<file path="src/rtl/lap_stopwatch.sv">
// lap_stopwatch: start/pause/clear stopwatch with a prescaled seconds/minutes chain.
// Define LAP_STOPWATCH_LAP_EN to build the lap-capture FIFO; otherwise all lap outputs read 0.
module lap_stopwatch #(
  parameter int unsigned TICKS_PER_SEC = 50_000_000,
  parameter int unsigned MIN_WIDTH     = 8,
  parameter int unsigned LAP_DEPTH     = 4
) (
  input  logic                         clk,
  input  logic                         reset,
  input  logic                         start,
  input  logic                         stop,
  input  logic                         clear,
  input  logic                         lap,
  input  logic                         lap_rd,
  output logic [MIN_WIDTH-1:0]         minute,
  output logic [5:0]                   seconds,
  output logic [1:0]                   state,
  output logic                         lap_valid,
  output logic [MIN_WIDTH-1:0]         lap_minute,
  output logic [5:0]                   lap_seconds,
  output logic [$clog2(LAP_DEPTH):0]   lap_count,
  output logic                         lap_overflow
);

  localparam int unsigned PRE_W = (TICKS_PER_SEC > 1) ? $clog2(TICKS_PER_SEC) : 1;
  localparam int unsigned PTR_W = $clog2(LAP_DEPTH);
  localparam int unsigned CNT_W = PTR_W + 1;
  localparam int unsigned LAP_W = MIN_WIDTH + 6;
  localparam logic [PRE_W-1:0] PRE_MAX = PRE_W'(TICKS_PER_SEC - 1);

  typedef enum logic [1:0] {
    ST_IDLE  = 2'b00,
    ST_RUN   = 2'b01,
    ST_PAUSE = 2'b10
  } state_e;

  state_e                 state_q, state_d;
  logic [PRE_W-1:0]       pre_q, pre_d;
  logic [5:0]             sec_q, sec_d;
  logic [MIN_WIDTH-1:0]   min_q, min_d;

  // Control FSM and counter chain; a stop on a tick edge suppresses the tick.
  always_comb begin
    state_d = state_q;
    pre_d   = pre_q;
    sec_d   = sec_q;
    min_d   = min_q;
    if (clear) begin
      state_d = ST_IDLE;
      pre_d   = '0;
      sec_d   = '0;
      min_d   = '0;
    end else begin
      unique case (state_q)
        ST_IDLE:  if (start) state_d = ST_RUN;
        ST_RUN:   if (stop) state_d = ST_PAUSE;
        ST_PAUSE: if (start && !stop) state_d = ST_RUN;
        default:  state_d = ST_IDLE;
      endcase
      if (state_q == ST_RUN && !stop) begin
        if (pre_q == PRE_MAX) begin
          pre_d = '0;
          if (sec_q == 6'd59) begin
            sec_d = '0;
            min_d = min_q + MIN_WIDTH'(1);
          end else begin
            sec_d = sec_q + 6'd1;
          end
        end else begin
          pre_d = pre_q + PRE_W'(1);
        end
      end
    end
  end

  always_ff @(posedge clk or negedge reset) begin
    if (!reset) begin
      state_q <= ST_IDLE;
      pre_q   <= '0;
      sec_q   <= '0;
      min_q   <= '0;
    end else begin
      state_q <= state_d;
      pre_q   <= pre_d;
      sec_q   <= sec_d;
      min_q   <= min_d;
    end
  end

  assign minute  = min_q;
  assign seconds = sec_q;
  assign state   = state_q;

`ifdef LAP_STOPWATCH_LAP_EN
  logic [LAP_W-1:0]  mem_q [LAP_DEPTH];
  logic [PTR_W-1:0]  rd_ptr_q, rd_ptr_d, wr_ptr_q, wr_ptr_d;
  logic [CNT_W-1:0]  cnt_q, cnt_d, remain;
  logic [LAP_W-1:0]  head_q, head_d, cur;
  logic              ovf_q, ovf_d, valid_q, valid_d;
  logic              push_req, push, pop, full;

  // Push/pop arbitration; a full FIFO still accepts a push if a pop frees a slot.
  always_comb begin
    cur      = {min_q, sec_q};
    push_req = lap && (state_q != ST_IDLE) && !clear;
    pop      = lap_rd && (cnt_q != '0) && !clear;
    full     = (cnt_q == CNT_W'(LAP_DEPTH));
    push     = push_req && (!full || pop);
    remain   = cnt_q - CNT_W'(pop);
    cnt_d    = remain + CNT_W'(push);
    rd_ptr_d = rd_ptr_q + PTR_W'(pop);
    wr_ptr_d = wr_ptr_q + PTR_W'(push);
    ovf_d    = ovf_q | (push_req && full && !pop);
    head_d   = head_q;
    if (remain != '0) begin
      head_d = mem_q[rd_ptr_d];
    end else if (push) begin
      head_d = cur;
    end
    if (clear) begin
      cnt_d    = '0;
      rd_ptr_d = '0;
      wr_ptr_d = '0;
      ovf_d    = 1'b0;
    end
    valid_d = (cnt_d != '0);
  end

  always_ff @(posedge clk or negedge reset) begin
    if (!reset) begin
      rd_ptr_q <= '0;
      wr_ptr_q <= '0;
      cnt_q    <= '0;
      head_q   <= '0;
      ovf_q    <= 1'b0;
      valid_q  <= 1'b0;
    end else begin
      rd_ptr_q <= rd_ptr_d;
      wr_ptr_q <= wr_ptr_d;
      cnt_q    <= cnt_d;
      head_q   <= head_d;
      ovf_q    <= ovf_d;
      valid_q  <= valid_d;
    end
  end

  always_ff @(posedge clk) begin
    if (push) mem_q[wr_ptr_q] <= cur;
  end

  assign lap_valid    = valid_q;
  assign lap_count    = cnt_q;
  assign lap_overflow = ovf_q;
  assign lap_minute   = head_q[LAP_W-1:6];
  assign lap_seconds  = head_q[5:0];
`else
  logic unused_lap;
  assign unused_lap   = ^{lap, lap_rd};
  assign lap_valid    = 1'b0;
  assign lap_count    = '0;
  assign lap_overflow = 1'b0;
  assign lap_minute   = '0;
  assign lap_seconds  = '0;
`endif

endmodule

</file>
<file path="config.mk">
export PLATFORM = sky130hd
export DESIGN_NAME = lap_stopwatch
export DESIGN_NICKNAME = d
export VERILOG_FILES = /design/src/rtl/lap_stopwatch.sv
export SDC_FILE = /design/constraint.sdc
export NUM_CORES = 1
export LEC_CHECK = 0
export ABC_AREA = 1
export BUFFER_PORTS_ARGS = -buffer_cell sky130_fd_sc_hd__buf_4
export CORE_UTILIZATION = 50
export DETAILED_ROUTE_END_ITERATION = 6
export GPL_ROUTABILITY_DRIVEN = 0
export PLACE_DENSITY = 0.72
export SETUP_SLACK_MARGIN = 0.3
export SLEW_MARGIN = 0
export SYNTH_ARGS = -nofsm -noshare
export SYNTH_HDL_FRONTEND = slang
export SYNTH_SLANG_ARGS = --single-unit
</file>
<file path="constraint.sdc">
create_clock -name clk -period 5.1 [get_ports clk]
set_clock_uncertainty 0.2 [all_clocks]
set_input_delay 0.765 -clock clk [delete_from_list [all_inputs] [get_ports clk]]
set_output_delay 0.765 -clock clk [all_outputs]
set_load 0.05 [all_outputs]
</file>
# Word level (Yosys, flattened, before mapping)
# Index checks and enable logic that the tools add are counted.
[op_classes] n_addsub=3 n_eq_ne=7 muxes=16 n_reduce_logical=10
[ops] op="2-to-1 mux 26 bit" n=3
[ops] op="2-to-1 mux 8 bit" n=4
[ops] op="adder 26 x 1 -> 26 bit (second input constant)" n=1
[ops] op="equality test 26 bit (second input constant)" n=1
[ops] op="2-to-1 mux 6 bit" n=4
[ops] op="inequality test 3 bit (second input constant)" n=3
[ops] op="adder 8 x 1 -> 8 bit (second input constant)" n=1
[ops] op="2-to-1 mux 2 bit" n=4
[ops] op="adder 6 x 1 -> 6 bit (second input constant)" n=1
[ops] op="equality test 6 bit (second input constant)" n=1
[ops] op="case mux 2 bit (3 select lines)" n=1
[ops] op="AND reduction 3 bit" n=2
[ops] op="nonzero test 2 bit" n=3
[ops] op="equality test 2 x 1 -> 1 bit (second input constant)" n=1
[ops] op="equality test 2 bit (second input constant)" n=1
[ops] op="logical AND 1 bit" n=2
[ops] op="logical NOT 2 bit" n=1
[ops] op="AND reduction 2 bit" n=1
[ops] op="logical NOT 1 bit" n=1
[totals] reg_bits=42 in_bits=7 output_inout_bits=35 wordCells=40

# Logic depth before layout (Yosys ltp)
[logic_depth] word_depth=5 ltp_mapped=11 ltp_nobuf=10

# Worst setup path before layout
# OpenSTA, ideal clock, no wires.
[synth_timing] path_kind="register to register" start="register sec_q[0], in the netlist seconds[0]" end="register sec_q[5], in the netlist seconds[5]" setup_ns=0.120 arrival_ns=1.670 required_time_ns=4.780 path_slack_ns=3.111 path_stages_with_launch=9 n_path_buf=1 synth_period_minus_slack_ns=1.989 path_cell_list="dfrtp_1 -> ha_1 -> nand3_1 -> nor3_2 -> or2_2 -> buf_2 -> nor2_1 -> nand2_1 -> nand2_1"
[synth_between] elab_chain_len=5 elab_cells_between_ends=6 classes_between="add/sub: 1; eq/ne: 1; mux: 4"
[synth_rtl] item="start: declaration" line="39" text="logic [5:0] sec_q, sec_d;"
[synth_rtl] item="start signal: assignment" line="80" text="sec_q <= '0;"
[synth_rtl] item="start signal: assignment" line="85" text="sec_q <= sec_d;"
[synth_rtl] item="adder 6 x 1 -> 6 bit or equality test 6 bit (tied branches)" line="67, 63"
[synth_rtl] item="2-to-1 mux 6 bit (*)" line="63" text="if (sec_q == 6'd59) begin"
[synth_rtl] item="2-to-1 mux 6 bit (*)" line="61" text="if (pre_q == PRE_MAX) begin"
[synth_rtl] item="2-to-1 mux 6 bit (*)" line="60" text="if (state_q == ST_RUN && !stop) begin"
[synth_rtl] item="2-to-1 mux 6 bit (*)" line="48" text="if (clear) begin"
# Mark *: on every way between the ends. The rest lies on a longest branch, timed or not. The select of a mux whose other input is x is not followed.
# A chain may end at the register's enable or synchronous reset.

# Worst setup path after layout
[layout_timing] start="input port clear" end="register pre_q[14]"
[layout_between] elab_chain_len=1 elab_cells_between_ends=2 classes_between="mux: 1; reduce/logical: 1"
[layout_rtl] item="start: declaration" line="12" text="input logic clear,"
[layout_rtl] item="2-to-1 mux 26 bit or nonzero test 2 bit (tied branches)"
[layout_rtl] item="end signal: assignment" line="84" text="pre_q <= pre_d;"
[layout_rtl] item="end: declaration" line="38" text="logic [PRE_W-1:0] pre_q, pre_d;"
# Parallel ways exist; a longest one is shown, timed or not.

==> results summary <==
The count of cells resized by post-cts repair came out at 0. The number of DRC markers in iteration 0 is 181. The area occupied by multi-input gates is about 0.0014 sq mm.

Synthesis produced a netlist whose cell count is a little under 400. The hold buffer count at cts is 0. The total vias in the final route came out at between 2000 and 2500. The floorplan die width is between 70 and 80 um. The combinational share of power is 25.8%. The non-filler instance count after layout came out at 479. The initial antenna violation count is 0. The final count of pins violating max slew was 0.

The number of max-capacitance violations reported came out at 0. The data required time of the worst path came out at a little over 5 ns. The residual DRC count came out at 0. The final total negative setup slack is 0 ns.

The die covers 0.005747 sq mm. The antenna diode count came out at 0. The cell area after synthesis is between 0.002 and 0.003 sq mm. The largest buffer count on any clock path came out at 2.

In this run the worst hold path is classified as input pin to async pin. Registers take around 0.0011 sq mm. The clock insertion delay at the later pin of the skew report came out at 0.30 ns.

The share of the core filled with cells in the final layout came out at 56.87%. The worst register-to-register path has a setup slack of 3.04 ns. Clock-pin slew was measured on the worst setup and hold paths at 0.09 ns. The sequential fraction of the synthesis area came out at 38.59%. The count of cells along the worst register-to-register path is 10. The area of the core region came out at 0.005172 sq mm. The maximum fanout count along the critical path came out at 17.

Setup repair after global routing left no endpoint under its margin. The number of buffers created by CTS came out at 5. The maximum resistive drop on vdd came out at 0.3073 mV. The I/O pin count is 42. The share of the clock period used by the worst path came out at 41.30%.

The actual slew at the worst max-slew pin is 0.5330 ns. The placed wire-length estimate is roughly 4000 um. The number of flip-flops and latches in the synthesized netlist came out at 42. The row count is 26. The internal power component is 0.5711 mW. The number of buffers inserted to repair setup after CTS is 0. The total count of hold-check failures in the final report is 0. Input and output buffers added on the ports amount to 20. The total global-route track usage came out at roughly 22%.

The number of distinct library cell variants in the gate-level netlist after synthesis is 29. The worst setup path is launched from an input pin. The total setup violations reported at the end of the flow came out at 0. Power spread over the standard cell area amounts to 301.2 mW/mm^2. The total of warnings raised by yosys is 0.

TritonCTS built the clock tree. The depth of the CTS H-tree came out at 2. The largest net degree at the start of global routing is 43. The endpoint type of the worst setup path is a register. The effective utilization at floorplan is 52.66%. The final critical delay including setup and external delays came out at 2.106 ns. The via count of the first global-routing pass came out at between 2000 and 2500.

In this run, the clock network consumes 31.0% of the power. At the worst endpoint, the arrival time is approximately 2.1 ns. The routed wire length is approximately 5700 um. The filler cell count is between 400 and 500. The post-placement cell count is approximately 470. The number of nets in the layout came out at around 420. The worst setup path is of the input pin to register kind. On the final layout, the worst hold slack is 0.2429 ns. The sequential share of power came out at 43.3%.

The analysis attributes to cell leakage a power of 1.402 nW. Of the cells placed in the final design, the portion with a size suffix greater than 1 is 10.02%. The switching part of the total is 35.55%. Once detail routing completed, the nets flagged for antenna violations numbered 0. The via count normalized by instance count came out at around 5. The residual overflow from global routing is 0. The clock root buffer is clkbuf_8.

Dividing the synthesized area by the synthesized cell count gives 6.984 sq um. The height of the die is 75.81 um. Clock tree synthesis found a total of 42 sinks. The relative area change from synthesis to final layout is 7.993%. The area after detailed placement is 0.002829 sq mm. After routing the design area is 0.002942 sq mm. In this run the critical register-to-register path is launched from pre_q[0]. In this run the critical register-to-register path is captured at minute[0]. The net switching component of the power came out at 0.3150 mW. The first-pass iteration count of the detailed router came out at 4. The worst-case headroom to the max-slew limit is between 60% and 70%.

The maximum operating frequency came out at 474.7 MHz. The average detailed-routed wire length per instance came out at 11.92 um. The run finished with clean final reports. The first global-routing pass estimated 9625 um of wire.
==> worst max-delay path: stages <==
cell and delay [ns]:
buf_4 0.17, inv_2 0.12, nand2_2 0.28, nand3_1 0.20, inv_1 0.15, nand2_1 0.06, nor2_1 0.16, nand2_1 0.07
nand2_1 0.06, nor2_1 0.05
==> state kept, by name (all words and copies together) (netlist names) <==
signal,flops
pre_q,26
minute,8
seconds,6
state,2
==> stage by stage <==
step | setup slack [ns] | power, mW
floorplan | 3.111 | 0.5715
global placement | 2.738 | 0.6152
detailed placement | 2.719 | 0.6185
CTS | 3.027 | 0.8931
global route | 2.840 | 0.9248
finish | 2.994 | 0.8861
==> power by group through the flow <==
stage	clock (mW)	combinational (mW)	sequential [mW]
after global routing	0.289	0.248	0.387
after global placement	0	0.226	0.389
final	0.274	0.228	0.383
after detailed placement	0	0.230	0.389
after floorplan	0	0.109	0.462
after CTS	0.280	0.230	0.384
==> Yosys cell counts, drive strengths merged <==
library cell	n	area, sq um
buf	25	196.4
nand3b	5	37.54
nor3b	4	30.03
nor3	13	75.07
mux2i	1	10.01
xnor2	2	17.52
ha	3	37.54
o21bai	2	15.01
nand2	116	450.4
o31ai	1	7.510
xor2	7	61.31
clkbuf	1	3.750
conb	1	3.750
inv	43	161.4
nand4	6	37.54
nor2	64	250.2
nand3	37	190.2
a21oi	10	50.05
dfrtp	42	1051
o21ai	5	25.02
or2	2	12.51
==> cells in the final DEF, fill, tap and decap left out, types with 3 or more instances in the layout <==
cell	netlist	layout
nor3b_1	4	4
o21ai_0	5	5
inv_1	42	42
buf_4	21	20
ha_1	3	3
nor3_1	11	11
xor2_1	7	7
nor2_2	4	4
nand3b_1	5	5
dfrtp_1	42	42
clkbuf_8	0	6
nand2_1	112	112
nand4_1	6	6
conb_1	1	19
a21oi_1	10	10
nand2_2	3	3
nand3_1	36	36
nor2_1	60	60
==> final cells by class <==
class	instances	share of cell area, %
timing repair buffer	20	5.104
sequential	42	35.73
clock inverter	1	1.021
clock buffer	6	2.807
multi-input combinational	297	46.87
tap	70	2.977
inverter	43	5.487
==> worst max path at each step <==
stage	start	end	slack, ns	cells past startpoint
after floorplan	seconds[0]	seconds[5]	3.11	8
after global placement	stop	pre_q[14]	2.74	11
after detailed placement	clear	pre_q[14]	2.72	10
after CTS	pre_q[0]	minute[0]	3.03	10
after global routing	pre_q[0]	minute[0]	2.84	10
final	clear	pre_q[14]	2.99	10
==> metal layers <==
layer / track usage, % / up-vias / wire, um
li1: - / 1228 / -
met1: 29.11 / 1110 / 2694
met2: 37.27 / 44 / 2769
met3: 4.497 / 6 / 189
met4: 6.173 / 0 / 58
met5: 0 / - / 0
==> logic make-up (layout without fill, tap and decap cells) <==
family                   after synthesis  count (layout)  synth area share (%)
flip-flops                            42              42                 38.59
XOR/XNOR                               9               9                 2.894
AO/OA/AOI/OAI                         18              18                 3.583
adder cells (fa/ha/maj)                3               3                 1.378
AND/OR/NAND/NOR                      247             247                 39.78
multiplexers                           1               1                0.3675
other                                  1              19                0.1377
buffers and inverters                 69              70                 13.27
No activity file was read; power rests on OpenSTA's default activity.
